$ cat src/rtl/pattern_scheduler.sv
// Frame-synchronous sequencer for the VGA test-pattern generator: selects the
// pattern and animation phase, changing both only at the start of vertical active.
module pattern_scheduler #(
    parameter int NUM_PATTERNS = 4,
    parameter int DWELL_FRAMES = 180,
    parameter int PHASE_MAX    = 179
) (
    input  logic       pixel_clk,
    input  logic       rst,
    input  logic       vact,
    input  logic       auto_en,
    input  logic       step_btn,
    input  logic       pause_btn,
    output logic [2:0] pattern_sel,
    output logic [7:0] phase,
    output logic       frame_start,
    output logic       paused
);

    localparam logic [2:0]  PAT_LAST   = 3'(NUM_PATTERNS - 1);
    localparam logic [15:0] DWELL_LAST = 16'(DWELL_FRAMES - 1);
    localparam logic [7:0]  PHASE_LAST = 8'(PHASE_MAX);

    typedef enum logic {
        ST_RUN   = 1'b0,
        ST_PAUSE = 1'b1
    } state_t;

    logic [1:0] btn_raw;
    logic [1:0] btn_edge;

    assign btn_raw = {pause_btn, step_btn};

    // Two-flop synchronizer plus rising-edge detect for each board button.
    generate
        for (genvar gi = 0; gi < 2; gi++) begin : g_btn
            logic meta_q;
            logic sync_q;
            logic prev_q;

            always_ff @(posedge pixel_clk or posedge rst) begin
                if (rst) begin
                    meta_q <= 1'b0;
                    sync_q <= 1'b0;
                    prev_q <= 1'b0;
                end else begin
                    meta_q <= btn_raw[gi];
                    sync_q <= meta_q;
                    prev_q <= sync_q;
                end
            end

            assign btn_edge[gi] = sync_q & ~prev_q;
        end
    endgenerate

    logic vact_d_q;
    logic fs;

    // vact_d resets high so a frame already in progress at release is ignored.
    always_ff @(posedge pixel_clk or posedge rst) begin
        if (rst) begin
            vact_d_q <= 1'b1;
        end else begin
            vact_d_q <= vact;
        end
    end

    assign fs = vact & ~vact_d_q;

    logic step_pend_q;
    logic step_pend_d;
    logic pause_pend_q;
    logic pause_pend_d;

    always_comb begin
        step_pend_d  = (step_pend_q  & ~fs) | btn_edge[0];
        pause_pend_d = (pause_pend_q & ~fs) | btn_edge[1];
    end

    always_ff @(posedge pixel_clk or posedge rst) begin
        if (rst) begin
            step_pend_q  <= 1'b0;
            pause_pend_q <= 1'b0;
        end else begin
            step_pend_q  <= step_pend_d;
            pause_pend_q <= pause_pend_d;
        end
    end

    state_t state_q;
    state_t state_d;

    always_ff @(posedge pixel_clk or posedge rst) begin
        if (rst) begin
            state_q <= ST_RUN;
        end else begin
            state_q <= state_d;
        end
    end

    always_comb begin
        state_d = state_q;
        if (fs && pause_pend_q) begin
            state_d = (state_q == ST_RUN) ? ST_PAUSE : ST_RUN;
        end
    end

    always_comb begin
        paused = (state_q == ST_PAUSE);
    end

    logic [2:0]  pat_q;
    logic [2:0]  pat_d;
    logic [7:0]  phase_q;
    logic [7:0]  phase_d;
    logic [15:0] dwell_q;
    logic [15:0] dwell_d;
    logic        frame_start_q;
    logic        dwell_expired;
    logic        advance;

    // Counter update uses the state before any pause toggle at this fs.
    always_comb begin
        dwell_expired = (state_q == ST_RUN) && auto_en && (dwell_q == DWELL_LAST);
        advance       = fs && (step_pend_q || dwell_expired);
        pat_d         = pat_q;
        phase_d       = phase_q;
        dwell_d       = dwell_q;
        if (advance) begin
            pat_d   = (pat_q == PAT_LAST) ? 3'd0 : pat_q + 3'd1;
            phase_d = 8'd0;
            dwell_d = 16'd0;
        end else if (fs && (state_q == ST_RUN)) begin
            phase_d = (phase_q == PHASE_LAST) ? 8'd0 : phase_q + 8'd1;
            dwell_d = auto_en ? dwell_q + 16'd1 : 16'd0;
        end
    end

    always_ff @(posedge pixel_clk or posedge rst) begin
        if (rst) begin
            pat_q         <= 3'd0;
            phase_q       <= 8'd0;
            dwell_q       <= 16'd0;
            frame_start_q <= 1'b0;
        end else begin
            pat_q         <= pat_d;
            phase_q       <= phase_d;
            dwell_q       <= dwell_d;
            frame_start_q <= fs;
        end
    end

    assign pattern_sel = pat_q;
    assign phase       = phase_q;
    assign frame_start = frame_start_q;

endmodule
$ cat config.mk
export PLATFORM = sky130hd
export DESIGN_NAME = pattern_scheduler
export DESIGN_NICKNAME = d
export VERILOG_FILES = /design/src/rtl/pattern_scheduler.sv
export SDC_FILE = /design/constraint.sdc
export NUM_CORES = 1
export LEC_CHECK = 0
export CORE_MARGIN = 2
export CORE_UTILIZATION = 40
export DETAILED_ROUTE_END_ITERATION = 8
export GPL_TIMING_DRIVEN = 1
export HOLD_SLACK_MARGIN = 0.03
export SLEW_MARGIN = 10
export SYNTH_ARGS = -nofsm -noshare
export SYNTH_HDL_FRONTEND = slang
export SYNTH_SLANG_ARGS = --single-unit
$ cat constraint.sdc
create_clock -name pixel_clk -period 3.5 [get_ports pixel_clk]
set_clock_uncertainty 0.1 [all_clocks]
set_input_delay 0.525 -clock pixel_clk [delete_from_list [all_inputs] [get_ports pixel_clk]]
set_output_delay 0.525 -clock pixel_clk [all_outputs]
set_load 0.05 [all_outputs]
# == After elaboration in Yosys (flattened, before gate mapping) ==
# Index checks and enable logic that the tools add are counted.
# W data, S select, Z words.
# totals
reg_bits,38
wordCells,47
inputBits,6
# classes
reduce_logical,7
n_mux,8
bitwise_logic,12
eq_ne,3
addsub,3
# ops
operator,n
$mux W16,3
$mux W8,3
$add A16 B1 Y16 const B,1
$eq A16 B8 Y1 const B,1
$add A8 B1 Y8 const B,1
$eq A8 B8 Y1 const B,1
$and A1 B1 Y1,5
$logic_and A1 B1 Y1,5
$not A1 Y1,5
$add A3 B1 Y3 const B,1
$eq A3 B2 Y1 const B,1
$mux W3,1
$or A1 B1 Y1,2
$reduce_bool A2 Y1,1
$logic_or A1 B1 Y1,1
$mux W1,1

# == Longest topological paths before layout ==
# Gate-level depths: netlist of the first run.
# logic_depth
depth_word,6
ltp_mapped,6
mapped_depth_nobuf,6

# == Least setup slack after synthesis of the first run ==
# Ideal clock, no wire load.
# synth_path
path_kind,register to register
startpoint,"register phase_q[0], in the netlist phase[0]"
endpoint,"register phase_q[2], in the netlist phase[2]"
stages_incl_launch_ff,6
required_time_ns,3.239
path_buffers,0
setup_time_ns,0.161
setup_slack_ns,1.498
arrival_time_ns,1.740
period_less_slack_ns,2.002
path_cell_list,dfrtp_1 ha_1 nand2b_1 or4_1 a31oi_1 a311oi_1
# synth_via
elab_chain_len,4
# synth_rtl
element,line_no,text
"start, declared",115,logic [7:0] phase_q;
"start signal, assigned",148,phase_q <= phase_d;
$add A8 B1 Y8 / $eq A8 B8 Y1 (equally long branches),135,phase_d = (phase_q == PHASE_LAST) ? 8'd0 : phase_q + 8'd1;
$mux W8 *,135,
$mux W8 *,134,end else if (fs && (state_q == ST_RUN)) begin
$mux W8 *,130,if (advance) begin
# Every way passes the cells marked *; elsewhere a longest branch is shown, timed or not. The select of a mux whose other input is x is not followed.
# A chain may end at the register's enable or synchronous reset.

# == Final worst setup path of the first run ==
# layout_path
startpoint,input port vact
endpoint,register dwell_q[9]
# layout_via
elab_chain_len,3
# layout_rtl
element,line_no,text
"start, declared",10,"input logic vact,"
$and A1 B1 Y1 *,69,assign fs = vact & ~vact_d_q;
$logic_and A1 B1 Y1 (on tied branches),"126, 134",
$mux W16 / $reduce_bool A2 Y1 (equally long branches),n/a,
"end signal, assigned",149,dwell_q <= dwell_d;
"end, declared",117,logic [15:0] dwell_q;
# Every way passes the cells marked *; elsewhere a longest branch is shown, timed or not.

==> results of run 1 <==
-- power by group --
part	switching, mW	internal, mW	total (mW)
sequential	0.0607	0.493	0.553
combinational	0.223	0.122	0.345
clock	0.160	0.286	0.446
total	0.444	0.900	1.34
-- flip-flops by register name, indices dropped and copies added, names as in the netlist --
register,flops
dwell_q,16
g_btn.sync_q,2
pause_pend_q,1
g_btn.meta_q,2
paused,1
phase,8
step_pend_q,1
frame_start,1
g_btn.prev_q,2
pattern_sel,3
vact_d_q,1
-- cell families (layout without fill, tap and decap cells) --
family | Yosys count | after routing
AO/OA/AOI/OAI | 37 | 37
XOR/XNOR | 7 | 7
adder cells (fa/ha/maj) | 3 | 3
buffers and inverters | 14 | 39
flip-flops | 38 | 38
multiplexers | 2 | 2
AND/OR/NAND/NOR | 83 | 83
-- cell usage after synthesis --
cell type  instances
o31ai_1            1
mux2_2             2
o211ai_1           1
nor2_2             1
nand3_1           12
nor3b_1            2
a31oi_1            4
nand2b_1           2
o21bai_1           1
a311oi_1           2
or4_1              1
nor4b_1            2
o311ai_0           1
a41oi_1            1
nor4_1             2
nor2_1            20
buf_6              1
or3_1              2
o21ai_0            7
a21boi_0           2
a22oi_1            2
nor3b_2            1
and3_1             4
and3b_1            1
nand4_1            3
dfstp_2            1
buf_2              2
ha_1               3
nor3_4             1
and4_1             1
xor2_1             3
nor3_1             4
dfrtp_1           37
nand4b_1           1
a21oi_1           13
nand2_1           18
nand3_2            1
inv_1              8
or3b_1             4
xnor2_1            4
clkbuf_1           3
o21ai_2            1
a211oi_1           1
-- final cells by class --
class	instances	area, sq um	area share [%]
inverters	8	30.0	1.36
repair buffers	23	218	9.88
well taps	52	65.1	2.95
clock inverters	3	68.8	3.12
multi-input cells	132	801	36.3
clock buffers	5	68.8	3.12
flip-flops and latches	38	952	43.2
-- worst reg2reg max path, delay by kind of cell (launching register included) --
family | cells | cell delay, ns
multiplexers | 1 | 0.35
AO/OA/AOI/OAI | 1 | 0.16
adder cells (fa/ha/maj) | 1 | 0.24
AND/OR/NAND/NOR | 2 | 0.49
buffers and inverters | 1 | 0.23
flip-flops | 1 | 0.42
-- worst paths after layout --
path,start,endpoint,cells past startpoint
worst max-delay path,vact,dwell_q[9]$_DFFE_PP0P_,6
worst min-delay path,g_btn[1].meta_q$_DFF_PP0_,g_btn[1].sync_q$_DFF_PP0_,0
max in group asynchronous,rst,vact_d_q$_DFF_PP1_,3
worst max register to register,dwell_q[0]$_DFFE_PP0P_,pattern_sel[0]$_DFFE_PP0P_,6
min in group asynchronous,rst,g_btn[0].meta_q$_DFF_PP0_,3
worst min register to register,g_btn[1].meta_q$_DFF_PP0_,g_btn[1].sync_q$_DFF_PP0_,0
-- layer usage --
layer | GRT usage, % | share of wire (%) | wire length [microns] | vias up
li1 | - | - | - | 702
met1 | 22.0 | 48 | 1800 | 729
met2 | 25.9 | 45 | 1660 | 41
met3 | 5.06 | 5.3 | 196 | 6
met4 | 8.60 | 1.7 | 63 | 0
met5 | 0 | 0 | 0 | -
-- through the flow --
stage / std cells / hold slack, ns / cell area (sq um) / util, % / total power, mW
finish: 261 / 0.253 / 2200 / 50.6 / 1.34
global route: 261 / 0.262 / 2200 / 50.6 / 1.41
CTS: 261 / 0.258 / 2200 / 50.6 / 1.36
detailed placement: 253 / 0.239 / 2070 / 47.4 / 0.909
global placement: 253 / 0.235 / 2070 / 47.4 / 0.901
floorplan: 184 / 0.231 / 1820 / - / 0.788
==> results.md, run 1 <==
- Routability Congestion: 0.878
- Final #Nets: 217
- Worst-Margin Slew: 0.591 ns
- Tcrit/Tclk final: 66.9%
- Setup Buffers After CTS: 0
- Site Rows: 24
- CP Max Fanout: 15
- Share of cells above drive strength 1: 10.0%
- Synth Area in Compound Gates: 12.6%
- TritonCTS Buffers: 5
- Max-slew violation count: 0
- Seq/Total Area, Yosys: 52.4%
- Clk sinks: 38
- Worst EP required: 3.58 ns
- Longest Clk Path Bufs: 2
- GRT Residual Overflow: 0
- Root buffer cell: clkbuf_8
- PostCTS Resize Cnt: 0
- Fillers: 398
- Max Cap Viol: 0
- Antenna diodes: 0
- DP Wirelength: 2590 microns
- Routed WL: 3720 microns
- Syn Area/Cell: 9.87 sq um
- Initial antenna violation count: 0
- Routed WL per cell: 14.3 microns
- Commonest non-fill, non-tap cells in the layout: 37 x dfrtp_1, 20 x nor2_1, 18 x nand2_1, 18 x clkdlybuf4s50_1, 13 x a21oi_1
- PortBufs: 18
- Leakage: 0.939 nW
- Crit path capture type: register
- Crit path launch type: input port
- Kind of critical path: input port to register
- Area leader, netlist: dfrtp_1
- Hold buffers post-CTS: 0
- Vias in the first global route: 1,603
- Final min period: 2.34 ns
- Worst IR Drop VDD: 374 uV
- CP arrival: 2.42 ns
- Area Growth Syn to Fin: 21.4%
- Setup TNS Final: 0 ns
- Synth Area in XOR/XNOR: 3.38%
- Die W: 71.4 microns
- Most common cell after layout, fill and taps aside: dfrtp_1
- Mapped Cells: 184
- Die H: 71.4 microns
- Cell Chain, Critical Path: clkdlybuf4s50_1 -> or3b_1 -> nor3_4 -> and3_1 -> xnor2_1 -> nor2_2
- F_max: 427 MHz
- Worst reg-to-reg setup slack: 1.41 ns
- Core area: 4350 sq um
- Final setup vio count: 0
- Detail Route Antenna Nets: 0
- Outcome: completed
- Syn_nets: 193
- Post-synth top area share: 51.0%
- Starting density of the core: 41.7%
- Slowest CP cell: or3b_1
- Unrepaired setup endpoints after global routing: no
- Simple-Gate Fraction of Synth Area: 24.8%
- Critical Path Max Stage Delay: 0.64 ns
- Final worst slack: 1.16 ns
- # H-tree levels: 2
- Die area: 5090 sq um
- Largest net degree at the start of global routing: 39
- GRT Overall Usage: 17.0%
- Seq cells post-synth: 38
- Syn. warnings: 0
- DR iter-0 viols: 73
- Number of I/O pins: 19
- DR pass1 iterations: 4
- Mux cell area share after synthesis: 1.24%
- Ranking of synthesized cells by area: dfrtp_1 51%, nor2_1 4.1%, nand2_1 3.7%
- Hold Vio Cnt, Final: 0
- Power Dens Cells: 610 nW/um^2
- Worst path bufs/invs: 1
- Clk slew on worst S/H paths: 0.08 ns
- Relative slew slack: 60.6%
- Residual DRC: 0
- Place WS: 0.870 ns
- Via density: 5.66
- Post-synth cell types: 43
- CP delay by family, top: simple AND/OR/NAND/NOR gates
- Routed via count: 1,478
- Worst-Skew Late Latency: 0.29 ns
- CTS tree: done
- Area of the mapped netlist: 1820 sq um
- Worst hold path class: register to register
- Post-synthesis adder-cell area fraction: 2.07%
- Main combinational cell family by area after synthesis: simple AND/OR/NAND/NOR gates
- Global-route wire length before repair: 6950 microns
Power figures use the tool's default switching activity.
==> run 2, diff against run 1 <==
==> constraint.sdc (replaced) <==
create_clock -name pixel_clk -period 2.01 [get_ports pixel_clk]
set_clock_uncertainty 0.1 [all_clocks]
set_input_delay 0.3015 -clock pixel_clk [delete_from_list [all_inputs] [get_ports pixel_clk]]
set_output_delay 0.3015 -clock pixel_clk [all_outputs]
set_load 0.05 [all_outputs]
==> results.md, run 2 (same netlist as run 1, synthesis figures left out) <==
- Site Rows: 24 (unchanged)
- Largest net degree at the start of global routing: 39 (unchanged)
- PostCTS Resize Cnt: 0 (unchanged)
- Routed via count: 1,505 (+1.8%)
- Slowest CP cell: clkdlybuf4s50_1
- Number of I/O pins: 19 (unchanged)
- Routed WL: 3920 microns (+5.3%)
- Worst IR Drop VDD: 542 uV (+45%)
- Pwr Total: 2.40 mW (+78%)
- Routability Congestion: 0.861 (-1.9%)
- Clk sinks: 38 (unchanged)
- Most used routing layer: met2
- TritonCTS Buffers: 5 (unchanged)
- Tcrit/Tclk final: 97.1%
- Die H: 71.4 microns (unchanged)
- Met2 Resource Use GR: 26.9% (+0.93 points)
- Final setup vio count: 0 (unchanged)
- Final min period: 1.95 ns
- GRT Overall Usage: 16.8% (-0.19 points)
- CP arrival: 1.55 ns (-0.87 ns)
- Longest Clk Path Bufs: 2 (unchanged)
- PortBufs: 18 (unchanged)
- CP Max Fanout: 4 (-11)
- Crit path launch type: register
- Worst EP required: 1.61 ns (-1.97 ns)
- Detail Route Antenna Nets: 0 (unchanged)
- # H-tree levels: 2 (unchanged)
- Core Util, Final: 52.6% (+2.0 points)
- Clk slew on worst S/H paths: 0.08 ns (about the same)
- Most common cell after layout, fill and taps aside: dfrtp_1
- Kind of critical path: register to output port
- Cell Chain, Critical Path: clkdlybuf4s50_1
- Hold buffers post-CTS: 0 (unchanged)
- Setup Buffers After CTS: 0 (unchanged)
- Commonest non-fill, non-tap cells in the layout: 37 x dfrtp_1, 20 x nor2_1, 19 x buf_4, 18 x nand2_1, 13 x a21oi_1
- F_max: 512 MHz
- CP delay by family, top: buffers and inverters
- Crit path capture type: output port
- Max Cap Viol: 0 (unchanged)
- Core area: 4350 sq um (unchanged)
- Antenna diodes: 0 (unchanged)
- Power Dens Cells: 1050 nW/um^2 (+71%)
- Starting density of the core: 41.7% (unchanged)
- CTS tree: done
- Final #Nets: 227 (+4.6%)
- Outcome: completed
- Initial antenna violation count: 0 (unchanged)
- DR iter-0 viols: 75 (+2.7%)
- Unrepaired setup endpoints after global routing: no
- Worst path bufs/invs: 1 (unchanged)
- Met3 Use GR: 4.22% (-0.84 points)
- Residual DRC: 0 (unchanged)
- Worst-Margin Slew: 0.513 ns (-0.0781 ns)
- Root buffer cell: clkbuf_8
- Worst hold path class: register to register
- Area Growth Syn to Fin: 26.3%
- DP Wirelength: 2750 microns (+5.8%)
- M1 GR Usage: 23.0% (+1.0 points)
- Critical Path Max Stage Delay: 0.83 ns (+0.19 ns)
- DR pass1 iterations: 4 (unchanged)
- Vias in the first global route: 1,484 (-7.4%)
- Relative slew slack: 65.7% (+5.2 points)
- Hold Vio Cnt, Final: 0 (unchanged)
- Leakage: 1.04 nW (+10%)
- Fillers: 399 (+0.25%)
- Routed WL per cell: 14.5 microns (+1.4%)
- GRT Residual Overflow: 0 (unchanged)
- Global-route wire length before repair: 6840 microns (-1.6%)
- Max FFs per register: 16 (unchanged)
- Share of cells above drive strength 1: 16.4% (+6.4 points)
- Max-slew violation count: 0 (unchanged)
- Worst-Skew Late Latency: 0.29 ns (about the same)
- Reg with most FFs: dwell_q
- Die W: 71.4 microns (unchanged)
- Via density: 5.55 (-1.9%)
- Die area: 5090 sq um (unchanged)
==> run 2: path summary, 6_finish.rpt <==
check | start | end | slack, ns | depth (start not counted)
worst min register to register | g_btn[1].meta_q$_DFF_PP0_ | g_btn[1].sync_q$_DFF_PP0_ | 0.26 | 0
worst min-delay path | g_btn[1].meta_q$_DFF_PP0_ | g_btn[1].sync_q$_DFF_PP0_ | 0.26 | 0
worst max register to register | dwell_q[1]$_DFFE_PP0P_ | pattern_sel[1]$_DFFE_PP0P_ | 0.13 | 5
max in group asynchronous | rst | vact_d_q$_DFF_PP1_ | 1.13 | 3
min in group asynchronous | rst | phase[1]$_DFFE_PP0P_ | 0.33 | 3
worst max-delay path | phase[1]$_DFFE_PP0P_ | phase[1] | 0.06 | 1
==> run 2: metal layers <==
metal | up-vias | share of wire, % | routed length (microns)
met5 | - | 0 | 0
met4 | 0 | 1.4 | 56
met3 | 8 | 3.5 | 137
met2 | 34 | 48 | 1860
met1 | 734 | 47 | 1860
li1 | 729 | - | -
==> run 2: layout make-up <==
| cell class | instances | area, sq um | area share (%) |
|---|---|---|---|
| clock buffer | 6 | 82.6 | 3.60 |
| clock inverter | 2 | 60.1 | 2.62 |
| inverter | 8 | 30.0 | 1.31 |
| multi-input combinational | 132 | 815 | 35.5 |
| sequential | 38 | 952 | 41.5 |
| tap | 52 | 65.1 | 2.84 |
| timing repair buffer | 33 | 288 | 12.6 |
==> run 2: where the power goes <==
group / internal [mW] / switching (mW)
sequential: 0.858 / 0.103
clock: 0.529 / 0.275
combinational: 0.232 / 0.400
==> run 2: per-stage QoR <==
| stage | TNS (ns) | area (sq um) | setup WS (ns) | hold WS (ns) | instances |
|---|---|---|---|---|---|
| global route | 0 | 2290 | 0.0113 | 0.274 | 271 |
| finish | 0 | 2290 | 0.0585 | 0.258 | 271 |
| detailed placement | -1.48 | 2130 | -0.108 | 0.243 | 263 |
| floorplan | 0 | 1820 | 0.00830 | 0.206 | 184 |
| CTS | 0 | 2270 | 0.0167 | 0.261 | 271 |
| global placement | -0.0123 | 2130 | -0.0123 | 0.235 | 263 |
